### config.mk
export PLATFORM = sky130hd
export DESIGN_NAME = dm_sb_arbiter
export DESIGN_NICKNAME = d
export VERILOG_FILES = /design/src/rtl/dm_sb_arbiter.sv
export SDC_FILE = /design/constraint.sdc
export NUM_CORES = 1
export LEC_CHECK = 0
export BUFFER_PORTS_ARGS = -buffer_cell sky130_fd_sc_hd__buf_2
export CORE_AREA = 2 2 123 125
export CTS_CLUSTER_SIZE = 12
export DETAILED_ROUTE_END_ITERATION = 10
export DIE_AREA = 0 0 125 127
export PLACE_DENSITY = 0.5
export SLEW_MARGIN = 20
export SYNTH_ARGS = -nofsm -noshare
export SYNTH_HDL_FRONTEND = slang
export SYNTH_SLANG_ARGS = --single-unit
export TNS_END_PERCENT = 5
### constraint.sdc
create_clock -name clk_i -period 2.8 [get_ports clk_i]
set_input_delay 0.14 -clock clk_i [delete_from_list [all_inputs] [get_ports clk_i]]
set_output_delay 0.14 -clock clk_i [all_outputs]
set_load 0.02 [all_outputs]
### src/rtl/dm_sb_arbiter.sv
// Purpose : two-requester arbiter in front of one shared system bus (port 0 = SBA, port 1 = abstract-command memory).
// Latency : zero-cycle request/grant pass-through; response forwarded in the same cycle it arrives, or error after TimeoutCycles.
// Backpr. : requester holds req + payload until gnt; one transaction outstanding, further requests stall while waiting.
//
// Ports:
//   clk_i, rst_i               clock, synchronous active-high reset
//   m0_* / m1_*                requester ports: req/we/add/wdata/be in, gnt/r_valid/r_err/r_rdata out
//   master_*                   shared downstream bus: req/we/add/wdata/be out, gnt/r_valid/r_rdata in
//   busy_o                     arbiter is not idle
// Build option: define DM_SB_ARBITER_RR_EN for round-robin arbitration (default is fixed priority, port 0 first).

module dm_sb_arbiter #(
    parameter int BusWidth      = 32,
    parameter int TimeoutCycles = 256
) (
    input  logic                  clk_i,
    input  logic                  rst_i,

    input  logic                  m0_req_i,
    input  logic                  m0_we_i,
    input  logic [BusWidth-1:0]   m0_add_i,
    input  logic [BusWidth-1:0]   m0_wdata_i,
    input  logic [BusWidth/8-1:0] m0_be_i,
    output logic                  m0_gnt_o,
    output logic                  m0_r_valid_o,
    output logic                  m0_r_err_o,
    output logic [BusWidth-1:0]   m0_r_rdata_o,

    input  logic                  m1_req_i,
    input  logic                  m1_we_i,
    input  logic [BusWidth-1:0]   m1_add_i,
    input  logic [BusWidth-1:0]   m1_wdata_i,
    input  logic [BusWidth/8-1:0] m1_be_i,
    output logic                  m1_gnt_o,
    output logic                  m1_r_valid_o,
    output logic                  m1_r_err_o,
    output logic [BusWidth-1:0]   m1_r_rdata_o,

    output logic                  master_req_o,
    output logic                  master_we_o,
    output logic [BusWidth-1:0]   master_add_o,
    output logic [BusWidth-1:0]   master_wdata_o,
    output logic [BusWidth/8-1:0] master_be_o,
    input  logic                  master_gnt_i,
    input  logic                  master_r_valid_i,
    input  logic [BusWidth-1:0]   master_r_rdata_i,

    output logic                  busy_o
);

    localparam int CntW = (TimeoutCycles > 0) ? $clog2(TimeoutCycles + 1) : 1;
    localparam logic [CntW-1:0] CntLimit = CntW'(TimeoutCycles);

    typedef enum logic [1:0] {
        Idle = 2'd0,
        Req  = 2'd1,
        Wait = 2'd2
    } state_e;

    state_e          state;
    logic            owner;
    logic [CntW-1:0] cnt;

    logic any_req;
    logic winner;
    logic sel;
    logic sel_req;
    logic grant;
    logic timeout_hit;
    logic resp_ok;
    logic resp_err;
    logic resp_vld;

    assign any_req = m0_req_i | m1_req_i;

`ifdef DM_SB_ARBITER_RR_EN
    // Preferred port; after every grant it points at the port that lost.
    logic ptr;
    assign winner = (m0_req_i && m1_req_i) ? ptr : m1_req_i;
`else
    assign winner = m1_req_i && !m0_req_i;
`endif

    // Once a port is selected it stays selected until granted or withdrawn,
    // so the downstream bus never sees the payload change under a stall.
    assign sel     = (state == Idle) ? winner : owner;
    assign sel_req = sel ? m1_req_i : m0_req_i;

    always_comb begin
        master_req_o   = 1'b0;
        master_we_o    = 1'b0;
        master_add_o   = '0;
        master_wdata_o = '0;
        master_be_o    = '0;
        if (!rst_i && state != Wait && (state == Req || any_req)) begin
            master_req_o   = sel_req;
            master_we_o    = sel ? m1_we_i    : m0_we_i;
            master_add_o   = sel ? m1_add_i   : m0_add_i;
            master_wdata_o = sel ? m1_wdata_i : m0_wdata_i;
            master_be_o    = sel ? m1_be_i    : m0_be_i;
        end
    end

    assign grant = master_req_o && master_gnt_i;

    // A real response beats a coinciding timeout.
    assign timeout_hit = (TimeoutCycles != 0) && (cnt == CntLimit);
    assign resp_ok     = !rst_i && (state == Wait) && master_r_valid_i;
    assign resp_err    = !rst_i && (state == Wait) && !master_r_valid_i && timeout_hit;
    assign resp_vld    = resp_ok || resp_err;

    assign m0_gnt_o     = grant && !sel;
    assign m1_gnt_o     = grant && sel;
    assign m0_r_valid_o = resp_vld && !owner;
    assign m1_r_valid_o = resp_vld && owner;
    assign m0_r_err_o   = resp_err && !owner;
    assign m1_r_err_o   = resp_err && owner;
    assign m0_r_rdata_o = (resp_err && !owner) ? '0 : master_r_rdata_i;
    assign m1_r_rdata_o = (resp_err && owner)  ? '0 : master_r_rdata_i;

    assign busy_o = (state != Idle);

    always_ff @(posedge clk_i) begin
        if (rst_i) begin
            state <= Idle;
            owner <= 1'b0;
            cnt   <= '0;
`ifdef DM_SB_ARBITER_RR_EN
            ptr   <= 1'b0;
`endif
        end else begin
            case (state)
                Idle: begin
                    if (any_req) begin
                        owner <= winner;
                        if (master_gnt_i) begin
                            state <= Wait;
                            cnt   <= '0;
                        end else begin
                            state <= Req;
                        end
                    end
                end
                Req: begin
                    if (!sel_req) begin
                        state <= Idle;
                    end else if (master_gnt_i) begin
                        state <= Wait;
                        cnt   <= '0;
                    end
                end
                Wait: begin
                    if (resp_vld) begin
                        state <= Idle;
                    end else begin
                        cnt <= cnt + CntW'(1);
                    end
                end
                default: state <= Idle;
            endcase
`ifdef DM_SB_ARBITER_RR_EN
            if (grant) begin
                ptr <= ~sel;
            end
`endif
        end
    end

endmodule

# After elaboration in Yosys (flattened, before gate mapping)
# Cells that the tools add are included.
# W data, S select, Z words.
[totals] ff_bits=12 inputBits=176 output_inout_bits=141 word_cells=65
[classes] n_addsub=1 eq_ne=9 n_mux=24 n_bitwise=1 reduce_logical=27
[ops] cell="$mux W32" count=6
[ops] cell="$mux W9" count=4
[ops] cell="$pmux W9 S3" count=1
[ops] cell="$logic_and A1 B1 Y1" count=14
[ops] cell="$mux W2" count=5
[ops] cell="$ne A2 B2 Y1 const B" count=5
[ops] cell="$add A9 B1 Y9 const B" count=1
[ops] cell="$eq A9 B9 Y1 const B" count=1
[ops] cell="$mux W4" count=2
[ops] cell="$pmux W2 S3" count=1
[ops] cell="$logic_not A1 Y1" count=5
[ops] cell="$mux W1" count=5
[ops] cell="$reduce_and A4 Y1" count=1
[ops] cell="$ne A3 B3 Y1 const B" count=1
[ops] cell="$reduce_and A3 Y1" count=1
[ops] cell="$reduce_bool A3 Y1" count=1
[ops] cell="$eq A2 B1 Y1 const B" count=1
[ops] cell="$eq A2 B2 Y1 const B" count=1
[ops] cell="$logic_not A2 Y1" count=1
[ops] cell="$logic_or A1 B1 Y1" count=2
[ops] cell="$reduce_and A2 Y1" count=1
[ops] cell="$reduce_bool A2 Y1" count=1
[ops] cell="$or A1 B1 Y1" count=1

# Depth between registers and ports, before layout
# Gate-level depths: netlist of the first run.
[depth] depth_word=7 mapped_depth=9 ltp_nobuf=7

# Worst setup path before layout of the first run
# No wires, ideal clock.
[synth_timing] path_type="reg-to-output" start="register state[1]" end="output master_add_o[0]" arrival_ns=1.680 required_ns=2.660 slack_ns=0.980 path_stages_with_launch=10 path_buffers=3 cell_sequence="dfxtp_1 -> buf_4 -> nor2_1 -> inv_1 -> nand2_1 -> and2_1 -> buf_2 -> buf_2 -> nand2_1 -> a21oi_1"
[synth_via] elab_chain_cells=4 word_cells_on_any_way=9 classes_between="eq/ne (2); mux (3); reduce/logical (4)"
[synth_rtl] item="start: declaration" line_no="60" source="state_e state;"
[synth_rtl] item="start signal: assignment" line_no="125" source="state <= Idle;"
[synth_rtl] item="start signal: assignment" line_no="137" source="state <= Wait;"
[synth_rtl] item="start signal: assignment" line_no="140" source="state <= Req;"
[synth_rtl] item="$logic_not A2 Y1 (tied with other cells)" line_no="86" source="assign sel = (state == Idle) ? winner : owner;"
[synth_rtl] item="$mux W1 (tied with other cells)" line_no="86"
[synth_rtl] item="$mux W32 / $logic_and A1 B1 Y1 (equally long branches)" line_no="98, 95"
[synth_rtl] item="$mux W32 *" line_no="95" source="if (!rst_i && state != Wait && (state == Req || any_req)) begin"
[synth_rtl] item="end: declaration" line_no="41" source="output logic [BusWidth-1:0] master_add_o,"
# Mark *: on every way between the ends. The rest lies on a longest branch, timed or not.

# Final worst setup path of the first run
[layout_timing] start="register state[0]" end="output master_wdata_o[16]"
[layout_via] elab_chain_cells=4 word_cells_on_any_way=9 classes_between="eq/ne (2); mux (3); reduce/logical (4)"
[layout_rtl] item="$logic_not A2 Y1 (tied with other cells)" line_no="86"
[layout_rtl] item="$mux W1 (tied with other cells)" line_no="86"
[layout_rtl] item="$mux W32 / $logic_and A1 B1 Y1 (equally long branches)" line_no="99, 95"
[layout_rtl] item="$mux W32 *" line_no="95"
[layout_rtl] item="end: declaration" line_no="42" source="output logic [BusWidth-1:0] master_wdata_o,"
# Marks and branches as above.

==> results.py, run 1 <==
metrics = {
    "floorplan": {
        "io_pins": 317,
        "initial_utilization_pct": 15.5,
        "coreArea_um2": 14400,
        "rows": 44,
        "chipWidth_um": 125,
        "die_h_um": 127,
        "die_area_um2": 15900,
    },
    "placed_design": {
        "postPlaceCellArea_um2": 3920,
        "portBuffers": 316,
        "dpl.hpwl_um": 9260,
        "place.gp.congestion": 0.818,
    },
    "synth": {
        "synth.distinct_cells": 43,
        "yosysWarnings": 0,
        "yosys.area.top_type": "nand2_1",
        "synth_edf_count": 0,
        "ys_ff_latch": 12,
        "synth_top_area_share_pct": 24.1,
        "ys_seq_area_share_pct": 10.7,
        "netlist_top_cells_area": "nand2_1, and2_1, a21oi_1, dfxtp_1, clkbuf_1",
        "synth-async-reset-ratio_pct": 0,
        "synth_ff_type": "dfxtp_1",
        "syn_inst": 402,
        "yosysMostFrequentCell": "nand2_1",
        "avgSynthCellArea_um2": 5.57,
        "syn_nets": 580,
        "synth_commonest_cells": "nand2_1, a21oi_1, and2_1, clkbuf_1, dfxtp_1",
        "syn_area_um2": 2240,
    },
    "critical_path": {
        "cp_data_arrival_time_ps": 2140,
        "r2r-end": "cnt[3]",
        "crit_slowest_cell": "dfxtp_1",
        "path_buf_inv": 3,
        "path_class": "flop to output port",
        "cp-start-kind": "flop",
        "worstRegToRegCells": 7,
        "crit_chain": "inv_1, maj3_2, or2_2, buf_4, a21oi_1, buf_2",
        "end_kind": "output port",
        "reg2reg_slack_ps": 810,
        "required_ps": 2660,
        "worstPathMaxFanout": 67,
        "cp.depth": 6,
        "critical-path-top-delay-family": "buffers and inverters",
        "r2r_start": "cnt[0]",
        "startpoint": "state[0]",
        "cpPeakStageDelay_ps": 360,
    },
    "clock_network": {
        "cts_resized": 0,
        "clkSlewWorstSetupHoldPaths_ps": 40,
        "insertion_delay_ps": 240,
        "cts_tree": "done",
        "ctsHoldBuffers": 0,
        "clock-sinks": 12,
        "cts_buffers": 3,
        "post_cts_buffers": 0,
        "cts_root_buf": "clkbuf_16",
        "cts.htree.levels": 1,
        "cts_buffer_depth": 2,
    },
    "outcome": {
        "outcome": "finished, final reports clean",
    },
    "final_layout": {
        "nFillCells": 1654,
        "nets": 874,
        "drive_above_1_share_pct": 48.5,
        "final_area_um2": 4010,
        "diodes": 0,
        "area_delta_synth_final_pct": 79.1,
    },
    "drt": {
        "antenna_left": 0,
        "drc": 0,
        "wl_per_cell_um": 13.3,
        "drt_first_pass_iters": 5,
        "viasPerCell": 4.01,
        "vias": 3528,
        "drt_wl_total_um": 11700,
        "drt_iter0_markers": 217,
    },
    "sta": {
        "finalSetupTns_ps": 0,
        "hold_viol_final": 0,
        "finalCriticalPeriod_ps": 2280,
        "slew_headroom_pct": 51.1,
        "worst_pin_slew_ps": 733,
        "setup_violations": 0,
        "finalClockSkew_ps": 1.55,
        "post-route-period-util_pct": 81.3,
        "rsz0062_at_grt": "false",
        "fmax_mhz": 440,
        "finalMaxSlewViolations": 0,
    },
    "power": {
        "p_switching_mw": 0.541,
        "power_frac_seq_pct": 16.2,
        "power_frac_clock_pct": 24.1,
        "power_density_nw_per_um2": 305,
        "swShare_pct": 44.3,
        "vdd_drop_max_mv": 0.313,
        "cellLeakagePower_nw": 2.29,
        "comb_power_share_pct": 59.8,
        "internal_power_mw": 0.681,
    },
    "global_routing": {
        "grt_pass1_vias": 3077,
        "antenna_found_initial": 1,
        "grt_max_degree": 71,
        "overflow": 0,
        "grt_first_pass_wirelength_um": 17200,
        "track_usage_pct": 13.0,
    },
    "min_path": {
        "min_path_type": "input port to flop",
        "hp-start": "master_gnt_i",
        "timing.hold.worst_path_depth": 2,
        "whs_endpoint": "state[0]",
    },
    "run": {
        "max_cap_viol_count": 0,
    },
}
-- sequential cells by signal, indices dropped and copies added, names as in the netlist --
signal and cells:
cnt 9, owner 1, state 2
-- worst reg2reg max path, cell delays in order, from the launching register on --
cell and delay (ps):
dfxtp_1 380, inv_1 60, ha_1 190, nor2b_1 150, and3_4 150, o32a_1 310, o21bai_1 470, o21ai_0 150
-- cells by family (layout without fill, tap and decap cells) --
kind of cell / count (synthesis) / in the layout / share of synthesized area (%)
buffers and inverters: 42 / 335 / 9.83
xor gates and xnor gates: 1 / 1 / 0.391
and+or+nand+nor: 250 / 250 / 54.2
DFF: 12 / 12 / 10.7
adders and majority gates: 3 / 3 / 1.62
muxes: 1 / 1 / 0.447
AOI/OAI and AO/OA: 93 / 93 / 22.7
-- per-layer routing --
| layer | global-route usage [%] | up-vias | part of all wire (%) |
|---|---|---|---|
| li1 | - | 1891 | - |
| met1 | 18.3 | 1514 | 44 |
| met2 | 21.5 | 111 | 49 |
| met3 | 2.30 | 10 | 5.8 |
| met4 | 1.83 | 2 | 0.81 |
| met5 | 0 | - | 0.11 |
-- worst max-delay path by stage --
stage	slack, ps	to
2_1_floorplan	980	master_add_o[0]
3_3_place_gp	760	master_wdata_o[16]
3_5_place_dp	760	master_add_o[30]
4_1_cts	500	master_add_o[30]
5_1_grt	390	master_wdata_o[12]
6_report	520	master_wdata_o[16]
-- power by group through the flow --
stage / clock (mW) / combinational, mW / sequential [mW]
final: 0.294 / 0.731 / 0.198
after global routing: 0.308 / 0.802 / 0.201
after CTS: 0.301 / 0.740 / 0.198
after detailed placement: 0 / 0.737 / 0.201
after global placement: 0 / 0.740 / 0.201
after floorplan: 0 / 0.438 / 0.194
-- metrics by stage --
stage	hold slack [ps]	cells	setup slack [ps]	utilization [%]	total power, mW
after CTS	106	879	498	27.8	1.24
after global routing	121	879	391	27.8	1.31
final	109	879	525	27.8	1.22
after detailed placement	363	875	762	27.2	0.938
after floorplan	216	402	980	-	0.632
after global placement	354	875	758	27.2	0.940
-- cell type report --
class	instances	area, um2	area share (%)
multi-input cells	348	1780	44.4
well taps	184	230	5.74
clock buffers	4	88.8	2.21
inverters	10	37.5	0.936
flip-flops and latches	12	240	5.99
repair buffers	321	1630	40.7
-- placed cells by master (no fill, tap or decap), drive strengths merged, types with 2 or more instances in the layout --
master | Yosys | layout
buf | 15 | 321
nand2 | 144 | 144
a21oi | 73 | 73
and2 | 68 | 68
dfxtp | 12 | 12
nor2 | 11 | 11
inv | 10 | 10
o21ai | 8 | 8
and3 | 7 | 7
nand3 | 4 | 4
clkbuf | 17 | 4
a211oi | 3 | 3
nand3b | 2 | 2
or2 | 2 | 2
nor2b | 2 | 2
a31oi | 2 | 2
ha | 2 | 2
nor4 | 2 | 2
or3 | 2 | 2
No activity file was read; power rests on OpenSTA's default activity.
==> run 2, diff against run 1 <==
Settings changed: ABC_AREA from default to 1, CORE_AREA 2 2 123 125 to 2 2 122 124, DIE_AREA 0 0 125 127 to 0 0 124 126, PLACE_DENSITY 0.5 to 0.53.
Clock period 2.8 ns to 1.9 ns, I/O delays scaled along.
==> run 2 against run 1 <==
Against the previous run: the run now ends with negative setup slack left; utilization up 3.6 points; non-clock buffer count up 10; sequential share of layout area down 0.61 points; first-iteration DRC count down 21%; final area up 12%; combinational power rose to 2.7 times the previous value; via count up 17%; critical path depth up 5; sequential cell count unchanged; clock power up 48%; critical path type unchanged.
==> results.py, run 2 <==
metrics = {
    "critical_path": {
        "crit_slowest_cell": "dfxtp_2",
        "cp-start-kind": "flop",
        "crit_end": "m0_r_rdata_o[21]",
        "worstPathMaxFanout": 32,
        "crit_chain": "inv_2, nor2_4, nand2_2, inv_2, nand3_2, nor4_4, nand2_2, buf_12, nand2_1, inv_1, buf_4",
        "r2r_start": "cnt[0]",
        "cpPeakStageDelay_ps": 340,
        "worstRegToRegCells": 10,
        "required_ps": 1800,
        "startpoint": "state[1]",
        "cp_data_arrival_time_ps": 1810,
        "reg2reg_slack_ps": 220,
        "r2r-end": "cnt[0]",
        "end_kind": "output port",
        "path_class": "flop to output port",
    },
    "clock_network": {
        "clkSlewWorstSetupHoldPaths_ps": 50,
        "cts_buffers": 3,
        "cts_root_buf": "clkbuf_16",
        "insertion_delay_ps": 240,
        "cts_tree": "done",
        "cts.htree.levels": 1,
        "clock-sinks": 12,
        "cts_buffer_depth": 2,
        "ctsHoldBuffers": 0,
    },
    "sta": {
        "fmax_mhz": 525,
        "post-route-period-util_pct": 100,
        "finalCriticalPeriod_ps": 1910,
        "slew_headroom_pct": 74.6,
        "hold_viol_final": 0,
        "finalClockSkew_ps": 4.55,
        "worst_pin_slew_ps": 377,
        "setup_violations": 5,
        "rsz0062_at_grt": "true",
        "finalMaxSlewViolations": 0,
        "whs_ps": 188,
        "fin_ws_ps": -5.55,
    },
    "drt": {
        "drc": 0,
        "wl_per_cell_um": 12.8,
        "drt_iter0_markers": 171,
        "drt_wl_total_um": 12700,
        "vias": 4114,
        "viasPerCell": 4.14,
        "antenna_left": 0,
        "drt_first_pass_iters": 4,
    },
    "min_path": {
        "hp-start": "rst_i",
        "min_path_type": "input port to flop",
    },
    "placed_design": {
        "dpl.hpwl_um": 9940,
        "dpl.cell_count": 986,
        "portBuffers": 316,
        "place.gp.congestion": 0.804,
    },
    "power": {
        "cellLeakagePower_nw": 2.95,
        "internal_power_mw": 1.32,
        "finalPower_mw": 2.65,
        "swShare_pct": 50.4,
        "power_density_nw_per_um2": 591,
        "power_frac_seq_pct": 10.4,
        "power_frac_clock_pct": 16.3,
        "comb_power_share_pct": 73.2,
        "p_switching_mw": 1.34,
        "vdd_drop_max_mv": 0.298,
    },
    "synth": {
        "syn_inst": 502,
        "synth_top_area_share_pct": 36.6,
        "netlist_top_cells_area": "nand2_1, a21oi_1, inv_1, dfxtp_1, nor2_1",
        "avgSynthCellArea_um2": 4.73,
        "ys_seq_area_share_pct": 10.1,
        "synth-async-reset-ratio_pct": 0,
        "syn_nets": 680,
        "synth_commonest_cells": "nand2_1, inv_1, a21oi_1, nor2_1, nand3_1",
        "synth_edf_count": 0,
        "yosysMostFrequentCell": "nand2_1",
        "yosys.area.top_type": "nand2_1",
        "yosysWarnings": 0,
        "syn_area_um2": 2370,
        "ys_ff_latch": 12,
        "synth.distinct_cells": 24,
        "synth_ff_type": "dfxtp_1",
    },
    "global_routing": {
        "grt_pass1_vias": 3598,
        "antenna_found_initial": 0,
        "track_usage_pct": 14.1,
        "overflow": 0,
        "grt_first_pass_wirelength_um": 17700,
        "grt_max_degree": 72,
    },
    "floorplan": {
        "die_h_um": 126,
        "die_area_um2": 15600,
        "coreArea_um2": 14300,
        "rows": 44,
        "chipWidth_um": 124,
        "initial_utilization_pct": 16.6,
        "io_pins": 317,
    },
    "outcome": {
        "violations": "negative setup slack",
        "outcome": "complete, but fails checks",
    },
    "final_layout": {
        "finish.utilization_pct": 31.4,
        "diodes": 0,
        "final_cell_mix": "buf_2, nand2_1, inv_1, a21oi_1, buf_4",
        "nets": 988,
        "area_delta_synth_final_pct": 89.2,
        "largest_register": "cnt",
        "largest_reg_flops": 9,
        "drive_above_1_share_pct": 43.8,
        "reg_top3": "cnt: 9 flops, state: 2 flops, owner: 1 flops",
        "final_common_cell": "buf_2",
        "final_cells": 993,
    },
    "run": {
        "max_cap_viol_count": 0,
    },
}
[run 2: cell count changes in the layout (fill, tap and decap cells not counted), moves of 5 or more]
| cell | before | now |
|---|---|---|
| and2_1 | 67 | 0 |
| and3_1 | 6 | 0 |
| buf_12 | 1 | 6 |
| buf_2 | 316 | 263 |
| buf_4 | 4 | 55 |
| buf_6 | 0 | 5 |
| inv_1 | 10 | 84 |
| nand2_1 | 143 | 231 |
| nand3_1 | 4 | 16 |
| nor2_1 | 11 | 24 |
[run 2: power groups by stage]
stage / Sequential [mW] / Combinational, mW / Clock, mW
2_1_floorplan: 0.282 / 1.08 / 0
3_3_place_gp: 0.281 / 1.79 / 0
3_5_place_dp: 0.281 / 1.78 / 0
4_1_cts: 0.276 / 1.79 / 0.442
5_1_grt: 0.280 / 2.14 / 0.463
6_report: 0.277 / 1.94 / 0.434
[run 2: how the worst min path moves through the flow]
stage          endpoint  cells past startpoint
2_1_floorplan     owner                      3
3_3_place_gp     cnt[6]                      2
3_5_place_dp     cnt[6]                      2
4_1_cts          cnt[6]                      2
5_1_grt          cnt[5]                      2
6_report         cnt[6]                      2
[run 2: repair_timing]
action                                 in CTS  in global routing
cloned                                      0                  2
pin swaps                                   0                  2
gates resized for setup                     1                 62
setup endpoints to repair                  67                136
endpoints found under the hold margin       0                  0
buffers inserted                            1                  0
[run 2: final cells by class]
class | count | area [um2]
Fill cell | 1678 | 9820
Timing Repair Buffer | 331 | 1960
Multi-Input combinational cell | 374 | 1640
Inverter | 88 | 333
Sequential cell | 12 | 241
Tap cell | 184 | 230
Clock buffer | 4 | 88.8
[run 2: per-stage QoR]
step	cell area [um2]	setup slack (ps)	setup TNS, ps
3_3_place_gp	4180	223	0
5_1_grt	4490	-157	-12730
3_5_place_dp	4180	236	0
4_1_cts	4280	-5.60	-9.15
2_1_floorplan	2370	154	0
6_report	4490	-5.55	-18.6
[run 2: cells by family (layout without fill, tap and decap cells)]
| family | count (synthesis) | in the layout | synth area share, % |
|---|---|---|---|
| fa+ha+maj | 2 | 2 | 1.05 |
| buf+inv | 116 | 423 | 21.2 |
| compound gates | 84 | 84 | 17.8 |
| simple gates | 286 | 286 | 49.1 |
| flops | 12 | 12 | 10.1 |
| xor+xnor | 2 | 2 | 0.739 |
[run 2: worst max-delay path, delay by kind of cell, from the launching register on]
kind                   cells  cell delay, ps
and+or+nand+nor            6             710
buffers and inverters      5             500
DFF                        1             340
[run 2: metal layers]
layer	up-vias	share of wire (%)	track usage, %
li1	2124	-	-
met1	1747	39	17.5
met2	225	50	25.9
met3	18	9.7	2.08
met4	0	1.1	1.98
met5	-	0	0
==> run 3, diff against run 2 <==
Settings changed: CTS_BUF_LIST from default to sky130_fd_sc_hd__clkbuf_16.
==> run 3 against run 2 <==
Against the previous run: the flow now finishes without violations; clock skew barely moved; final area rose by 8.6%; critical path type unchanged; critical endpoint is now master_wdata_o[17]; utilization rose by 2.7 points; sequential power hardly changed; worst setup slack improved by 40 ps; via count increased by 0.68%; highest routed layer unchanged.
==> results.py, run 3 (synthesis results as in run 2) <==
metrics = {
    "sta": {
        "whs_ps": 192,
        "finalCriticalPeriod_ps": 1870,
        "post-route-period-util_pct": 98.2,
        "finalMaxSlewViolations": 0,
        "fmax_mhz": 536,
        "worst_pin_slew_ps": 366,
        "hold_viol_final": 0,
        "setup_violations": 0,
        "slew_headroom_pct": 75.3,
        "rsz0062_at_grt": "true",
        "finalClockSkew_ps": 4.32,
    },
    "power": {
        "vdd_drop_max_mv": 0.259,
        "power_density_nw_per_um2": 596,
        "cellLeakagePower_nw": 2.99,
    },
    "clock_network": {
        "cts_buffer_depth": 2,
        "cts_tree": "done",
        "cts.htree.levels": 1,
        "ctsHoldBuffers": 0,
        "clkSlewWorstSetupHoldPaths_ps": 50,
        "cts_root_buf": "clkbuf_16",
        "cts_buffers": 3,
        "insertion_delay_ps": 240,
        "clock-sinks": 12,
    },
    "drt": {
        "wl_per_cell_um": 13.2,
        "antenna_left": 0,
        "vias": 4142,
        "drt_wl_total_um": 13200,
        "drt_iter0_markers": 135,
        "drt_first_pass_iters": 4,
        "viasPerCell": 4.16,
        "drc": 0,
    },
    "final_layout": {
        "drive_above_1_share_pct": 49.6,
        "reg_top3": "cnt: 9 flops, state: 2 flops, owner: 1 flops",
        "final_cell_mix": "nand2_1, buf_2, buf_4, inv_1, a21oi_2",
        "diodes": 0,
        "final_cells": 996,
        "area_delta_synth_final_pct": 106,
        "largest_reg_flops": 9,
        "final_common_cell": "nand2_1",
        "nets": 991,
        "largest_register": "cnt",
    },
    "global_routing": {
        "grt_first_pass_wirelength_um": 17700,
        "track_usage_pct": 14.0,
        "antenna_found_initial": 0,
        "grt_max_degree": 72,
        "overflow": 0,
        "grt_pass1_vias": 3588,
    },
    "outcome": {
        "outcome": "finished, final reports clean",
    },
    "critical_path": {
        "cp_data_arrival_time_ps": 1770,
        "path_class": "flop to output port",
        "worstRegToRegCells": 10,
        "startpoint": "state[0]",
        "worstPathMaxFanout": 22,
        "cpPeakStageDelay_ps": 360,
        "reg2reg_slack_ps": 280,
        "end_kind": "output port",
        "r2r-end": "cnt[0]",
        "required_ps": 1800,
        "crit_slowest_cell": "dfxtp_4",
        "crit_chain": "inv_2, nor2_2, nor3_1, nor3_2, bufinv_8, clkbuf_16, a21oi_1, buf_4",
        "crit_end": "master_wdata_o[17]",
        "cp-start-kind": "flop",
        "r2r_start": "cnt[0]",
    },
    "placed_design": {
        "portBuffers": 316,
        "dpl.hpwl_um": 9940,
        "dpl.cell_count": 986,
        "place.gp.congestion": 0.804,
    },
    "run": {
        "max_cap_viol_count": 0,
    },
    "floorplan": {
        "rows": 44,
        "die_area_um2": 15600,
        "initial_utilization_pct": 16.6,
        "io_pins": 317,
        "chipWidth_um": 124,
        "die_h_um": 126,
        "coreArea_um2": 14300,
    },
    "min_path": {
        "min_path_type": "input port to flop",
    },
}
==> run 3: per-stage QoR <==
step                      setup slack [ps]  total power, mW  TNS [ps]  util, %  instance area (um2)
after floorplan                        154             1.36         0        -                 2370
after global placement                 223             2.07         0     29.2                 4180
after detailed placement               236             2.06         0     29.2                 4180
after CTS                            -5.07             2.47     -7.14     29.8                 4270
after global routing                  -105             3.15     -5040     34.1                 4880
final                                 34.5             2.91         0     34.1                 4880
==> run 3: per-layer routing <==
| metal | global-route usage, % | vias up | share of wire [%] |
|---|---|---|---|
| li1 | - | 2130 | - |
| met1 | 17.5 | 1786 | 39 |
| met2 | 25.7 | 218 | 51 |
| met3 | 2.08 | 8 | 9.4 |
| met4 | 1.98 | 0 | 0.58 |
| met5 | 0 | - | 0 |
==> run 3: worst min path at each step <==
| stage | start | endpoint | slack [ps] | cells past startpoint |
|---|---|---|---|---|
| floorplan | m0_req_i | owner | 270 | 3 |
| global placement | rst_i | cnt[6] | 450 | 2 |
| detailed placement | rst_i | cnt[6] | 440 | 2 |
| CTS | rst_i | cnt[6] | 190 | 2 |
| global route | rst_i | cnt[5] | 210 | 2 |
| finish | rst_i | cnt[6] | 190 | 2 |
==> run 3: repair_timing <==
| item | 4_1_cts | 5_1_grt |
|---|---|---|
| resized for setup | 1 | 165 |
| buffers inserted | 1 | 1 |
| pin swaps | 1 | 3 |
| cloned | 0 | 4 |
| setup endpoints to repair | 32 | 135 |
==> run 3: final cells by class <==
| class | instances | area [um2] |
|---|---|---|
| Inverter | 88 | 357 |
| Clock buffer | 3 | 75.1 |
| Fill cell | 1652 | 9440 |
| Tap cell | 184 | 230 |
| Timing Repair Buffer | 334 | 2140 |
| Clock inverter | 1 | 3.75 |
| Sequential cell | 12 | 245 |
| Multi-Input combinational cell | 374 | 1820 |
==> run 3: worst max-delay path: cells and delay by family, from the launching register on <==
kind	cells	cell delay, ps
buffers and inverters	4	650
AND/OR/NAND/NOR	3	350
AO/OA/AOI/OAI	1	160
flip-flops	1	360
==> run 3: power breakdown <==
group	internal, mW	total (mW)	switching, mW
registers	0.268	0.279	0.0118
logic	0.902	2.24	1.34
clock network	0.277	0.389	0.112
